===== src/rtl/serial_tx_out.sv =====
`timescale 1ns/1ps
// serial_tx_out
// -----------------------------------------------------------------------------
// Parallel-to-serial output transmitter. Result words arrive through a
// valid/ready handshake, are queued in a small circular FIFO and are shifted
// out MSB-first on Dout. Frame_out pulses for one cycle with the first bit of
// each frame. Frames follow each other with no gap while the FIFO has data.
//
// Build option:
//   OUT_PARITY_EN - when defined, each frame carries a 17th bit after the LSB:
//                   the even-parity bit (XOR of the 16 data bits).
//
// Parameters:
//   DEPTH         FIFO depth in words (power of two, 2..16)
//
// Ports:
//   Sclk          in   serial bit clock, all state changes on its rising edge
//   reset_n       in   synchronous active-low reset
//   word_in       in   [15:0] word to transmit
//   word_valid    in   word_in is valid this cycle
//   word_ready    out  FIFO can accept a word (not full)
//   Dout          out  serial data, MSB first, 0 when idle
//   Frame_out     out  high while Dout carries the first bit (bit 15)
//   output_ready  out  high during every bit cycle of a frame
//   overflow      out  sticky: a push was attempted while full
// -----------------------------------------------------------------------------
module serial_tx_out #(
    parameter int DEPTH = 4
) (
    input  logic        Sclk,
    input  logic        reset_n,
    input  logic [15:0] word_in,
    input  logic        word_valid,
    output logic        word_ready,
    output logic        Dout,
    output logic        Frame_out,
    output logic        output_ready,
    output logic        overflow
);

    localparam int AW = $clog2(DEPTH);
`ifdef OUT_PARITY_EN
    localparam int NBITS = 17;
`else
    localparam int NBITS = 16;
`endif
    localparam logic [AW:0] FULL_CNT = (AW+1)'(DEPTH);
    localparam logic [4:0]  LAST_BIT = 5'(NBITS - 1);

    typedef enum logic {
        S_IDLE,
        S_SHIFT
    } state_t;

    state_t            state_q, state_d;
    logic [15:0]       mem_q [DEPTH];
    logic [AW-1:0]     wr_ptr_q, rd_ptr_q;
    logic [AW:0]       count_q;
    logic [NBITS-1:0]  shreg_q, shreg_d;
    logic [4:0]        bit_cnt_q, bit_cnt_d;
    logic              dout_q, frame_q, ordy_q, overflow_q;

    logic              full, empty, push, pop;
    logic [NBITS-1:0]  load_word;

    // word_ready depends only on the registered occupancy, so a pop in the
    // same cycle does not let a push into a full FIFO through.
    assign full       = (count_q == FULL_CNT);
    assign empty      = (count_q == '0);
    assign word_ready = !full;
    assign push       = word_valid && !full;

    // Head of the FIFO is read combinationally so the pop and the shifter
    // load happen on the same edge.
`ifdef OUT_PARITY_EN
    assign load_word = {mem_q[rd_ptr_q], ^mem_q[rd_ptr_q]};
`else
    assign load_word = mem_q[rd_ptr_q];
`endif

    // ---------------- FIFO storage and pointers ----------------
    always_ff @(posedge Sclk) begin
        if (reset_n && push) begin
            mem_q[wr_ptr_q] <= word_in;
        end
    end

    always_ff @(posedge Sclk) begin
        if (!reset_n) begin
            wr_ptr_q   <= '0;
            rd_ptr_q   <= '0;
            count_q    <= '0;
            overflow_q <= 1'b0;
        end else begin
            // Pointers are log2(DEPTH) wide and wrap naturally.
            if (push) begin
                wr_ptr_q <= wr_ptr_q + 1'b1;
            end
            if (pop) begin
                rd_ptr_q <= rd_ptr_q + 1'b1;
            end
            case ({push, pop})
                2'b10:   count_q <= count_q + 1'b1;
                2'b01:   count_q <= count_q - 1'b1;
                default: count_q <= count_q;
            endcase
            if (word_valid && full) begin
                overflow_q <= 1'b1;
            end
        end
    end

    // ---------------- Shifter state machine ----------------
    always_ff @(posedge Sclk) begin
        if (!reset_n) begin
            state_q   <= S_IDLE;
            shreg_q   <= '0;
            bit_cnt_q <= '0;
        end else begin
            state_q   <= state_d;
            shreg_q   <= shreg_d;
            bit_cnt_q <= bit_cnt_d;
        end
    end

    always_comb begin
        state_d   = state_q;
        shreg_d   = shreg_q;
        bit_cnt_d = bit_cnt_q;
        pop       = 1'b0;
        case (state_q)
            S_IDLE: begin
                if (!empty) begin
                    pop       = 1'b1;
                    shreg_d   = load_word;
                    bit_cnt_d = '0;
                    state_d   = S_SHIFT;
                end
            end
            S_SHIFT: begin
                if (bit_cnt_q == LAST_BIT) begin
                    // Reload straight from the FIFO so the next frame
                    // starts on the very next cycle.
                    bit_cnt_d = '0;
                    if (!empty) begin
                        pop     = 1'b1;
                        shreg_d = load_word;
                    end else begin
                        shreg_d = '0;
                        state_d = S_IDLE;
                    end
                end else begin
                    shreg_d   = {shreg_q[NBITS-2:0], 1'b0};
                    bit_cnt_d = bit_cnt_q + 1'b1;
                end
            end
            default: begin
                state_d = S_IDLE;
            end
        endcase
    end

    // ---------------- Registered serial outputs ----------------
    // Outputs are registered from the shifter state, so they change only on
    // the rising edge and are stable where the receiver samples.
    always_ff @(posedge Sclk) begin
        if (!reset_n) begin
            dout_q  <= 1'b0;
            frame_q <= 1'b0;
            ordy_q  <= 1'b0;
        end else begin
            dout_q  <= (state_q == S_SHIFT) && shreg_q[NBITS-1];
            frame_q <= (state_q == S_SHIFT) && (bit_cnt_q == '0);
            ordy_q  <= (state_q == S_SHIFT);
        end
    end

    assign Dout         = dout_q;
    assign Frame_out    = frame_q;
    assign output_ready = ordy_q;
    assign overflow     = overflow_q;

endmodule


===== config.mk =====
export PLATFORM = sky130hd
export DESIGN_NAME = serial_tx_out
export DESIGN_NICKNAME = d
export VERILOG_FILES = /design/src/rtl/serial_tx_out.sv
export SDC_FILE = /design/constraint.sdc
export NUM_CORES = 1
export LEC_CHECK = 0
export ABC_AREA = 1
export BUFFER_PORTS_ARGS = -buffer_cell sky130_fd_sc_hd__buf_2
export CAP_MARGIN = 20
export CORE_UTILIZATION = 45
export DETAILED_ROUTE_END_ITERATION = 7
export SLEW_MARGIN = 20
export SYNTH_ARGS = -nofsm -noshare
export SYNTH_HDL_FRONTEND = slang
export SYNTH_SLANG_ARGS = --single-unit

===== constraint.sdc =====
create_clock -name Sclk -period 4.6 [get_ports Sclk]
set_input_delay 0.92 -clock Sclk [delete_from_list [all_inputs] [get_ports Sclk]]
set_output_delay 0.92 -clock Sclk [all_outputs]
set_load 0.01 [all_outputs]

---- Word-level counts from Yosys, hierarchy flattened ----
Memories as Yosys holds them, arrays and structs flattened. A register that Yosys moved wholly into a read port is not among the register bits.
Cells that the tools add are included.
word-level totals
  register bits ........................... 33
  RAM bits ................................ 64
  bits of input ports ..................... 19
  output and inout bits ................... 5
  logic and storage cells ................. 48
  memories kept ........................... 1
cells by class
  add/subtract/negate cells ............... 5
  equality and inequality tests ........... 5
  muxes and demuxes ....................... 17
  bitwise gates (word level) .............. 1
  reduce and logical (&&, ||, !) cells .... 9
memory list
  name   depth  width  read ports  clocked after memory_dff  wr ports  RTL line  text
  mem_q  4      16     1           1                         1         56        logic [15:0] mem_q [DEPTH];
operators with widths
  cell                 number
  $mux 16              3
  $pmux 16 s2          1
  $mux 5               2
  $pmux 5 s2           1
  $pmux 3 s2           1
  $add 5x1->5 const B  1
  $eq 5x4->1 const B   1
  $logic_and 1x1->1    5
  $logic_not 5->1      1
  $mux 1               5
  $add 2x1->2 const B  2
  $mux 2               2
  $pmux 1 s2           2
  $add 3x1->3 const B  1
  $eq 3x3->1 const B   1
  $logic_not 3->1      1
  $sub 3x1->3 const B  1
  $eq 2x1->1 const B   1
  $eq 2x2->1 const B   1
  $ne 2x2->1 const B   1
  $reduce_bool 2->1    1
  $logic_not 1->1      1
  $not 1->1            1

---- Longest topological paths before layout ----
Gate-level depths: netlist of run 1.
  word-level depth ........................ 6
  gate-level depth with buffers ........... 16
  gate-level depth less buffers ........... 15

---- Worst setup path before layout of run 1 ----
Ideal clock, no wire load.
  kind .................................... input-to-reg
  start point ............................. in reset_n
  end point ............................... mem mem_q[0][0] (enable)
  setup time .............................. 0.389 ns
  data arrival time ....................... 2.015 ns
  data required time ...................... 4.211 ns
  slack ................................... 2.196 ns
  stages .................................. 3
  buffers on the path ..................... 1
  path through ............................ clkbuf_1 -> nand3_1 -> nor2_1
on the way
  cells in the longest elaborated chain, start to end .. 3
RTL lines
  element                       RTL line  text
  start: declaration            31        input logic reset_n,
  $logic_and 1x1->1             83        if (reset_n && push) begin
  $mux 1                        83
  $mux 1 (implied by the code)  84        mem_q[wr_ptr_q] <= word_in;
  end: declaration              56
No other way between the ends.

---- Worst setup path after layout of run 1 ----
  start point ............................. reg count_q[0]
  end point ............................... out word_ready
on the way
  cells in the longest elaborated chain, start to end .. 2
RTL lines
  element                   RTL line  text
  start: declaration        58        logic [AW:0] count_q;
  start signal: assignment  103       2'b10: count_q <= count_q + 1'b1;
  start signal: assignment  104       2'b01: count_q <= count_q - 1'b1;
  start signal: assignment  105       default: count_q <= count_q;
  $eq 3x3->1                68        assign full = (count_q == FULL_CNT);
  $logic_not 1->1           70        assign word_ready = !full;
  end: declaration          34        output logic word_ready,
No other way between the ends.

==> run metrics, run 1 <==
max-cap viol count 0; Power Dens Cells between 500 and 600 nW/µm²; largest cells by area after synthesis edfxtp_1, dfxtp_1, nand2_1; cell area after layout 4801 µm²; Final Hold Fails 0; worst-path cell chain nor2_4, nand2_1, buf_2; Critical Path Sink Type primary output; die span in y 101.3 µm; top-area cell type share of the netlist area 0.4333; post-route ant nets 0; register clock-pin slew on the reported worst setup and hold paths 0.10 ns; Slew HR 0.3478; Async SR Flop Fraction 0; maximum fanout along the worst path 18; Post-CTS Resized 0; Seq. cell area approximately 2600 µm²; reg2reg end count_q[2]$_SDFFE_PN0P_; Worst EP required 3.68 ns; final WL about 7.9 mm; Crit-path slowest cell dfxtp_1; leakage 2.140 nW; worst slew pin tran 0.9773 ns; starting density of the core 0.4711; Largest stage delay, worst path 0.37 ns; status complete, no violations; Worst VDD drop 0.2672 mV; site row count 35; setup violators final 0; largest net degree at the start of global routing 34; post-synthesis sequential area ratio 0.5913; antenna violations before repair 0; drc violations 0; Buf+Inv Stages, Crit Path 1; hpwl dp just over 5 mm; clk_skew between 0.01 and 0.015 ns; routability cong. 0.7746; Total GRT Usage 0.1694; Synth area leader edfxtp_1; I/O Pins 24; Slew Viols, Final 0; nets@finish 531; grt ovf 0; Final Cycle Share 0.5111; critical path type reg2out; top_reg_cell synth edfxtp_1; Die Span X 101.3 µm; min-delay src shreg_q[15]$_SDFFE_PN0P_; Synth Warn # 0; insertion delay to the later sink of the worst-skew pair 0.37 ns; Post-Synthesis Cells 487; # Post-CTS Setup Buffers 0; CTS Buffer Depth 2; Sum Neg Setup Slack 0 ns; Mapped Area between 4000 and 5000 µm²; CTS tree built; count leader, synth nand2_1; placed cell areas 4617 µm²; filler instances 867; top cells by instance count after synthesis nand2_1, inv_1, nand3_1, edfxtp_1, dfxtp_1; worst reg2reg path depth 15; CP startpoint kind flip-flop; n_diodes 0; flops & latches, synth 99; initial DRC count between 100 and 150; Mapped Avg Cell Area ~9.1 µm²; fmax between 0.4 and 0.5 GHz; Port Buf Inserts 23; Worst Hold Class reg2reg; arrival time at the worst endpoint roughly 1.4 ns; layout cells sized above 1 0.1061; first drt pass iteration count 5; Die ar. 10260 µm²; worst r2r src bit_cnt_q[1]$_SDFFE_PN0P_; flop-to-flop setup slack 2.26 ns; first-pass GRT wire length 13.12 mm; CTS Root Cell clkbuf_8; vias in the first global route 2700; Via-to-Cell Ratio 4.683; total vias in the final route 2988; Sink Count between 90 and 100; CTS Hold Bufs 0; RSZ-0062 raised after global routing no; EDFF count, synth 64; hold path depth 2; CTS H-tree depth 3; syn_nets 514; footprint of the multi-input gates 1282 µm²; Layout area overhead 8.237%; Top Family by Delay on Critical Path simple AND/OR/NAND/NOR gates; synth unique cells 24; area of the core roughly 9400 µm²; worst hold endpoint Dout$_SDFF_PN0_; TritonCTS Buffers 9; wire per inst around 12 µm; fin crit period 2.351 ns
## final cells by class
cell class / instances / area share
Clock inverter: 6 / 0.01173
Timing Repair Buffer: 28 / 0.03180
Inverter: 106 / 0.08288
Tap cell: 129 / 0.03362
Clock buffer: 10 / 0.02658
Multi-Input combinational cell: 260 / 0.2671
Sequential cell: 99 / 0.5463
## worst min-delay path, delay by kind of cell, from the launching register on
family	cells	cell delay [ns]
and+or+nand+nor	1	0.04
DFF	1	0.32
buffers and inverters	1	0.05
## per-stage QoR
stage / util / hold WS [ns] / worst slack (ns) / total power (W) / instances
2_1_floorplan: - / 0.4090 / 2.196 / 0.001885 / 487
3_3_place_gp: 0.4904 / 0.4355 / 2.311 / 0.002027 / 622
3_5_place_dp: 0.4904 / 0.4388 / 2.274 / 0.002048 / 622
4_1_cts: 0.5099 / 0.4507 / 2.212 / 0.002568 / 638
5_1_grt: 0.5099 / 0.4609 / 2.000 / 0.002736 / 638
6_report: 0.5099 / 0.4426 / 2.249 / 0.002538 / 638
## cell families after synthesis
family                     after synthesis  share of synthesized area
AOI/OAI and AO/OA                       38                    0.04457
adders and majority gates                8                    0.02426
buffers and inverters                  128                     0.1196
DFF                                     99                     0.5913
and+or+nand+nor                        214                     0.2203
## cells in the final DEF (no fill, tap or decap)
cell,netlist,layout
inv_2,3,3
a211oi_2,1,1
nand4_1,15,15
nand3_1,67,67
fa_1,1,1
buf_2,10,23
clkinv_1,1,1
nand2_1,113,113
nor2_4,3,3
clkbuf_1,4,1
nor3b_2,1,1
ha_1,7,7
o21ai_1,1,1
dfxtp_1,35,35
edfxtp_1,64,64
nor2_1,9,9
inv_1,102,102
buf_4,6,5
nand2_2,1,1
clkinv_4,0,2
inv_8,0,2
clkinvlp_4,0,1
nand2_4,2,2
inv_6,0,1
clkbuf_8,0,9
o21ai_0,6,6
nor3_1,3,3
a21oi_1,30,30
## report_power, final
group,leakage [nW],total [W],switching [W],internal (W)
Combinational,1.18,0.000828,0.000564,0.000264
Sequential,0.868,0.00119,0.000104,0.00109
Clock,0.0909,0.000518,0.000310,0.000208
Total,2.14,0.00254,0.000978,0.00156
## registers in the layout, summed over array words and instances (netlist names), named ones only
register	cells
wr_ptr_q	2
Dout	1
shreg_q	16
mem_q	64
state_q	1
overflow	1
count_q	3
bit_cnt_q	5
Frame_out	1
output_ready	1
rd_ptr_q	2
## per-layer routing
| layer | track usage | wire length [µm] | vias to the layer above |
|---|---|---|---|
| met2 | 0.2721 | 3669 | 37 |
| li1 | - | - | 1584 |
| met5 | 0 | 0 | - |
| met4 | 0.04459 | 64 | 0 |
| met3 | 0.04348 | 220 | 5 |
| met1 | 0.2290 | 3922 | 1362 |
## worst max-delay path by stage
stage / cells after the start / to / start / slack, ns
after floorplan: 3 / mem_q[0][0]$_DFFE_PP_ / reset_n / 2.20
after global placement: 15 / count_q[2]$_SDFFE_PN0P_ / bit_cnt_q[1]$_SDFFE_PN0P_ / 2.31
after detailed placement: 11 / count_q[2]$_SDFFE_PN0P_ / state_q$_SDFF_PN0_ / 2.27
after CTS: 3 / word_ready / count_q[0]$_SDFFE_PN0P_ / 2.21
after global routing: 11 / count_q[2]$_SDFFE_PN0P_ / state_q$_SDFF_PN0_ / 2.00
final: 3 / word_ready / count_q[0]$_SDFFE_PN0P_ / 2.25
Note: power is estimated with default switching activity, not from simulation.
==> run 2, diff against run 1 <==
==> constraint.sdc (replaced) <==
create_clock -name Sclk -period 1.95 [get_ports Sclk]
set_input_delay 0.39 -clock Sclk [delete_from_list [all_inputs] [get_ports Sclk]]
set_output_delay 0.39 -clock Sclk [all_outputs]
set_load 0.01 [all_outputs]
==> run 2 against run 1 <==
  * Non-clock buffer count increased by 10
  * Flip-flop and latch count is the same
  * Critical path depth increased by 12
  * Via count grew 3.0%
  * Combinational power rose to 2.8 times the previous value
  * Die area stayed put
  * Final area increased by 4.2%
  * Critical endpoint is now count_q[2]$_SDFFE_PN0P_
==> run metrics, run 2 (synthesized netlist as in run 1, its figures left out) <==
largest net degree at the start of global routing 33 (was 34); non-filler cells, final 648 (was 638); Total GRT Usage 0.1778 (was 0.1694); CTS H-tree depth 3 (unchanged); wire per inst 12.59 µm (was 12.35 µm); layout cells sized above 1 0.1407 (was 0.1061); hpwl dp 5.077 mm (was 5.191 mm); Port Buf Inserts 23 (unchanged); Critical Path Sink Type flip-flop (was primary output); Worst EP required 2.24 ns (was 3.68 ns); Slew Viols, Final 0 (unchanged); initial DRC count 145 (was 134); Sink Count 99 (unchanged); vias in the first global route 2905 (was 2700); most frequent cells in the layout nand2_1, inv_1, nand3_1, edfxtp_1, dfxtp_1 (unchanged); leakage 2.218 nW (was 2.140 nW); Sum Neg Setup Slack 0 ns (unchanged); Slew HR 0.6419 (was 0.3478); CTS tree built (unchanged); fin crit period 1.863 ns; fmax 0.5368 GHz; Worst Hold Class in2reg (was reg2reg); area of the core 9415 µm² (unchanged); routability cong. 0.7408 (was 0.7746); starting density of the core 0.4711 (unchanged); I/O Pins 24 (unchanged); site row count 35 (unchanged); post-route ant nets 0 (unchanged); largest registers mem_q (64), shreg_q (16), bit_cnt_q (5) (unchanged); Die ar. 10260 µm² (unchanged); critical path type reg2reg (was reg2out); Worst VDD drop 0.4788 mV (was 0.2672 mV); footprint of the multi-input gates 1323 µm² (was 1282 µm²); CTS Root Cell clkbuf_8 (unchanged); n_diodes 0 (unchanged); final WL 8.159 mm (was 7.877 mm); drc violations 0 (unchanged); Seq. cell area 2628 µm² (was 2623 µm²); Final Cycle Share 0.9552; status complete, no violations (unchanged); antenna violations before repair 0 (unchanged); Power Dens Cells 1280 nW/µm² (was 528.6 nW/µm²); total vias in the final route 3079 (was 2988); insertion delay to the later sink of the worst-skew pair 0.35 ns (was 0.37 ns); dpl cells 632 (was 622); Via-to-Cell Ratio 4.752 (was 4.683); worst slew pin tran 0.5366 ns (was 0.9773 ns); nets@finish 541 (was 531); die span in y 101.3 µm (unchanged); Layout area overhead 12.83% (was 8.237%); Die Span X 101.3 µm (unchanged); Final Hold Fails 0 (unchanged); Setup WS pre-CTS 0.07135 ns (was 2.274 ns); largest register by flop count mem_q (unchanged); max-cap viol count 0 (unchanged); CTS Buffer Depth 2 (unchanged); grt ovf 0 (unchanged); TritonCTS Buffers 9 (unchanged); most common cell after layout, fill and taps aside nand2_1 (unchanged); max FFs per register 64 (unchanged); maximum fanout along the worst path 3 (was 18); arrival time at the worst endpoint 2.15 ns (was 1.43 ns); first drt pass iteration count 4 (was 5); CP startpoint kind flip-flop (unchanged); first-pass GRT wire length 13.81 mm (was 13.12 mm); # Post-CTS Setup Buffers 0 (unchanged); setup violators final 0 (unchanged); clk_skew 0.009520 ns (was 0.01411 ns); register clock-pin slew on the reported worst setup and hold paths 0.09 ns (was 0.10 ns); Final WS setup 0.08727 ns (was 2.249 ns); filler instances 861 (was 867)
## run 2: cell count changes in the layout (fill, tap and decap cells not counted), moves of 3 or more
cell / previous run / this run
buf_12: 0 / 4
buf_4: 5 / 11
inv_1: 102 / 99
inv_2: 3 / 6
## run 2: area by class of cell
type | count | area share
clock inverters | 5 | 0.01525
well taps | 129 | 0.03225
inverters | 106 | 0.07950
multi-input cells | 260 | 0.2643
repair buffers | 38 | 0.05550
flip-flops and latches | 99 | 0.5250
clock buffers | 11 | 0.02825
## run 2: path summary, 6_finish.rpt
kind	to	from	cells after the start	slack, ns
setup / recovery	count_q[2]$_SDFFE_PN0P_	bit_cnt_q[1]$_SDFFE_PN0P_	15	0.09
hold / removal	mem_q[3][15]$_DFFE_PP_	word_in[15]	1	0.25
setup reg to reg	count_q[2]$_SDFFE_PN0P_	bit_cnt_q[1]$_SDFFE_PN0P_	15	0.09
hold reg to reg	Dout$_SDFF_PN0_	shreg_q[15]$_SDFFE_PN0P_	2	0.46
## run 2: power by group
part / switching (W) / internal [W] / leakage, nW
Combinational: 0.00150 / 0.000781 / 1.24
Sequential: 0.000163 / 0.00257 / 0.869
Clock: 0.000644 / 0.000753 / 0.109
Total: 0.00230 / 0.00410 / 2.22
## run 2: layer usage
metal,global-route usage,vias to the layer above,wire length (µm)
met5,0,-,0
met2,0.3025,51,3859
met1,0.2302,1413,3950
met4,0.06132,0,93
li1,-,1607,-
met3,0.03037,8,255
## run 2: what timing repair did
action / CTS / global route
hold buffers: 0 / 0
endpoints found under the setup margin: 0 / 1
gates resized for setup: 0 / 11
## run 2: through the flow
| stage | hold slack, ns | cell area (µm²) | power [W] | util |
|---|---|---|---|---|
| 4_1_cts | 0.2310 | 4969 | 0.006402 | 0.5277 |
| 5_1_grt | 0.2321 | 5005 | 0.006880 | 0.5316 |
| 3_5_place_dp | 0.4569 | 4751 | 0.004994 | 0.5046 |
| 3_3_place_gp | 0.4402 | 4751 | 0.004969 | 0.5046 |
| 6_report | 0.2474 | 5005 | 0.006406 | 0.5316 |
| 2_1_floorplan | 0.4090 | 4444 | 0.004458 | - |
## run 2: worst max-delay path, stage by stage, from the launching register on
cell     delay [ns]
dfxtp_4        0.38
ha_4           0.14
nand2_2        0.05
inv_2          0.08
nand2_4        0.06
nand2_4        0.06
nand2_4        0.05
inv_2          0.07
ha_4           0.13
inv_2          0.05
fa_2           0.36
nor2_2         0.11
nor2_1         0.04
nand2_1        0.07
o21ai_1        0.06
a21oi_1        0.11
==> run 3, diff against run 2 <==
--- a/config.mk
+++ b/config.mk
@@ -10,6 +10,8 @@
 export CAP_MARGIN = 20
 export CORE_UTILIZATION = 45
 export DETAILED_ROUTE_END_ITERATION = 7
+export GPL_TIMING_DRIVEN = 0
+export PLACE_DENSITY = 0.65
 export SLEW_MARGIN = 20
 export SYNTH_ARGS = -nofsm -noshare
 export SYNTH_HDL_FRONTEND = slang
==> run 3 against run 2 <==
  * Flip-flop and latch count is the same
  * Sequential share of layout area fell by 0.79 points
  * Critical path depth unchanged
  * Clock power down 3%
  * Utilization increased by 0.76 points
  * Register-to-register slack hardly changed
  * Cell count increased by 2.8%
  * Clock-buffer cell count down 2
  * Global-route usage grew 1.2 points
  * Final area grew 1.4%
==> run metrics, run 3 (synthesized netlist as in run 1, its figures left out) <==
footprint of the multi-input gates 1341 µm² (was 1323 µm²); area of the core 9415 µm² (unchanged); CTS Buffer Depth 2 (unchanged); hpwl dp 6.028 mm (was 5.077 mm); CP startpoint kind flip-flop (unchanged); Die ar. 10260 µm² (unchanged); insertion delay to the later sink of the worst-skew pair 0.37 ns (was 0.35 ns); most common cell after layout, fill and taps aside nand2_1 (unchanged); Power Dens Cells 1288 nW/µm² (was 1280 nW/µm²); Sum Neg Setup Slack 0 ns (unchanged); Sink Count 99 (unchanged); final WL 8.620 mm (was 8.159 mm); drc violations 0 (unchanged); leakage 2.270 nW (was 2.218 nW); CTS Hold Bufs 0 (unchanged); Worst VDD drop 0.5627 mV (was 0.4788 mV); fin crit period 1.871 ns (was 1.863 ns); Logic pwr share 0.373 (was 0.356); CTS tree built (unchanged); wire per inst 12.94 µm (was 12.59 µm); Largest stage delay, worst path 0.36 ns (was 0.38 ns); largest register by flop count mem_q (unchanged); site row count 35 (unchanged); fmax 0.5344 GHz (was 0.5368 GHz); worst-path cell chain ha_4, nand2_2, inv_2, nand2_4, nand2_8, nand2_4, inv_2, ha_4, inv_2, fa_2, nor2_2, nor2_1, nand2_1, o21ai_1, a21oi_1 (was ha_4, nand2_2, inv_2, nand2_4, nand2_4, nand2_4, inv_2, ha_4, inv_2, fa_2, nor2_2, nor2_1, nand2_1, o21ai_1, a21oi_1); Worst Hold Class in2reg (unchanged); layout cells sized above 1 0.1750 (was 0.1407); cell area after layout 5076 µm² (was 5005 µm²); max-cap viol count 0 (unchanged); NetSw 0.002483 W (was 0.002304 W); Int Pwr 0.004056 W (was 0.004102 W); Slew HR 0.6062 (was 0.6419); Die Span X 101.3 µm (unchanged); n_diodes 0 (unchanged); vias in the first global route 3068 (was 2905); die span in y 101.3 µm (unchanged); TritonCTS Buffers 9 (unchanged); clk_skew 0.01229 ns (was 0.009520 ns); Clock Power Share 0.208 (was 0.218); Layout area overhead 14.44% (was 12.83%); flop-to-flop setup slack 0.08 ns (was 0.09 ns); status complete, no violations (unchanged); largest net degree at the start of global routing 19 (was 33); antenna violations before repair 0 (unchanged); worst reg2reg path depth 15 (unchanged); worst r2r src bit_cnt_q[1]$_SDFFE_PN0P_ (unchanged); arrival time at the worst endpoint 2.18 ns (was 2.15 ns); starting density of the core 0.4711 (unchanged); Final Hold Fails 0 (unchanged); Critical Path Sink Type flip-flop (unchanged); setup violators final 0 (unchanged); placed cell areas 4780 µm² (was 4751 µm²); sequential power share 0.418 (was 0.426); min-delay src word_in[6] (was word_in[15]); Seq. cell area 2625 µm² (was 2628 µm²); Slew Viols, Final 0 (unchanged); largest registers mem_q (64), shreg_q (16), bit_cnt_q (5) (unchanged); CTS Root Cell clkbuf_8 (unchanged); initial DRC count 102 (was 145); total vias in the final route 3190 (was 3079); most frequent cells in the layout nand2_1, inv_1, nand3_1, edfxtp_1 (was nand2_1, inv_1, nand3_1, edfxtp_1, dfxtp_1); max FFs per register 64 (unchanged); worst hold endpoint mem_q[0][6]$_DFFE_PP_ (was mem_q[3][15]$_DFFE_PP_); first-pass GRT wire length 14.77 mm (was 13.81 mm); reg2reg end count_q[2]$_SDFFE_PN0P_ (unchanged); register clock-pin slew on the reported worst setup and hold paths 0.10 ns (was 0.09 ns); Port Buf Inserts 23 (unchanged); Final Cycle Share 0.9596 (was 0.9552); most numerous cell on the critical path inv_2; RSZ-0062 raised after global routing yes; Crit-path slowest cell dfxtp_2 (was dfxtp_4); I/O Pins 24 (unchanged); critical path startpoint bit_cnt_q[1]$_SDFFE_PN0P_ (unchanged); Via-to-Cell Ratio 4.790 (was 4.752); hold path depth 1 (unchanged); worst slew pin tran 0.5901 ns (was 0.5366 ns); nets@finish 559 (was 541); critical path type reg2reg (unchanged); Total GRT Usage 0.1901 (was 0.1778); post-route ant nets 0 (unchanged); filler instances 845 (was 861); maximum fanout along the worst path 6 (was 3); Worst EP required 2.26 ns (was 2.24 ns); first drt pass iteration count 4 (unchanged); routability cong. 0.7682 (was 0.7408); CTS H-tree depth 3 (unchanged); Sw Share 0.3797 (was 0.3597); grt ovf 0 (unchanged)
## run 3: cell types whose count changed in the layout (fill, tap and decap cells not counted), moves of 4 or more
cell / previous run / this run
nor2_1: 8 / 4
buf_6: 0 / 4
nor2_2: 1 / 5
buf_2: 23 / 33
buf_12: 4 / 0
## run 3: final cells by class
cell class	count	area share
inverters	106	0.07838
plain buffers	21	0.02391
multi-input cells	260	0.2642
clock buffers	9	0.02440
repair buffers	35	0.04412
clock inverters	7	0.01602
flip-flops and latches	99	0.5171
well taps	129	0.03180
## run 3: metrics by stage
step	worst slack (ns)	power (W)	hold slack, ns	std cells	util
after floorplan	0.01833	0.004458	0.4090	487	-
after global placement	-0.8120	0.005017	0.4375	639	0.5014
after detailed placement	-0.2377	0.005097	0.4414	643	0.5076
after CTS	0.001169	0.006503	0.2201	663	0.5349
after global routing	-0.04233	0.007019	0.2167	666	0.5391
final	0.07870	0.006539	0.2302	666	0.5391
## run 3: how the worst max path moves through the flow
stage                                    endpoint  slack, ns
after floorplan           count_q[2]$_SDFFE_PN0P_       0.02
after global placement      mem_q[0][8]$_DFFE_PP_      -0.81
after detailed placement    mem_q[3][6]$_DFFE_PP_      -0.24
after CTS                 count_q[2]$_SDFFE_PN0P_      0.001
after global routing       mem_q[3][12]$_DFFE_PP_      -0.04
final                     count_q[2]$_SDFFE_PN0P_       0.08
## run 3: worst max-delay path, delay by kind of cell, from the launching register on
kind	cells	cell delay, ns
buffers and inverters	3	0.17
DFF	1	0.36
AOI/OAI and AO/OA	2	0.18
and+or+nand+nor	7	0.48
adders and majority gates	3	0.60
## run 3: power groups by stage
stage                     logic (W)  registers (W)  clock network [W]
after detailed placement    0.00232        0.00277                  0
after global routing        0.00279        0.00277            0.00146
after floorplan             0.00171        0.00275                  0
after global placement      0.00226        0.00276                  0
after CTS                   0.00239        0.00274            0.00138
final                       0.00244        0.00274            0.00136
## run 3: metal layers
layer | vias up | wire, µm | global-route usage
met1 | 1477 | 3901 | 0.2429
met2 | 57 | 4276 | 0.3239
met3 | 14 | 290 | 0.02692
met5 | - | 0 | 0
li1 | 1642 | - | -
met4 | 0 | 151 | 0.08138
## run 3: timing repair
item                                    CTS  global route
pin swaps                                 7             6
buffers inserted                          5             3
gates resized for setup                   8             3
gates cloned                              0             0
endpoints found under the setup margin    2            17
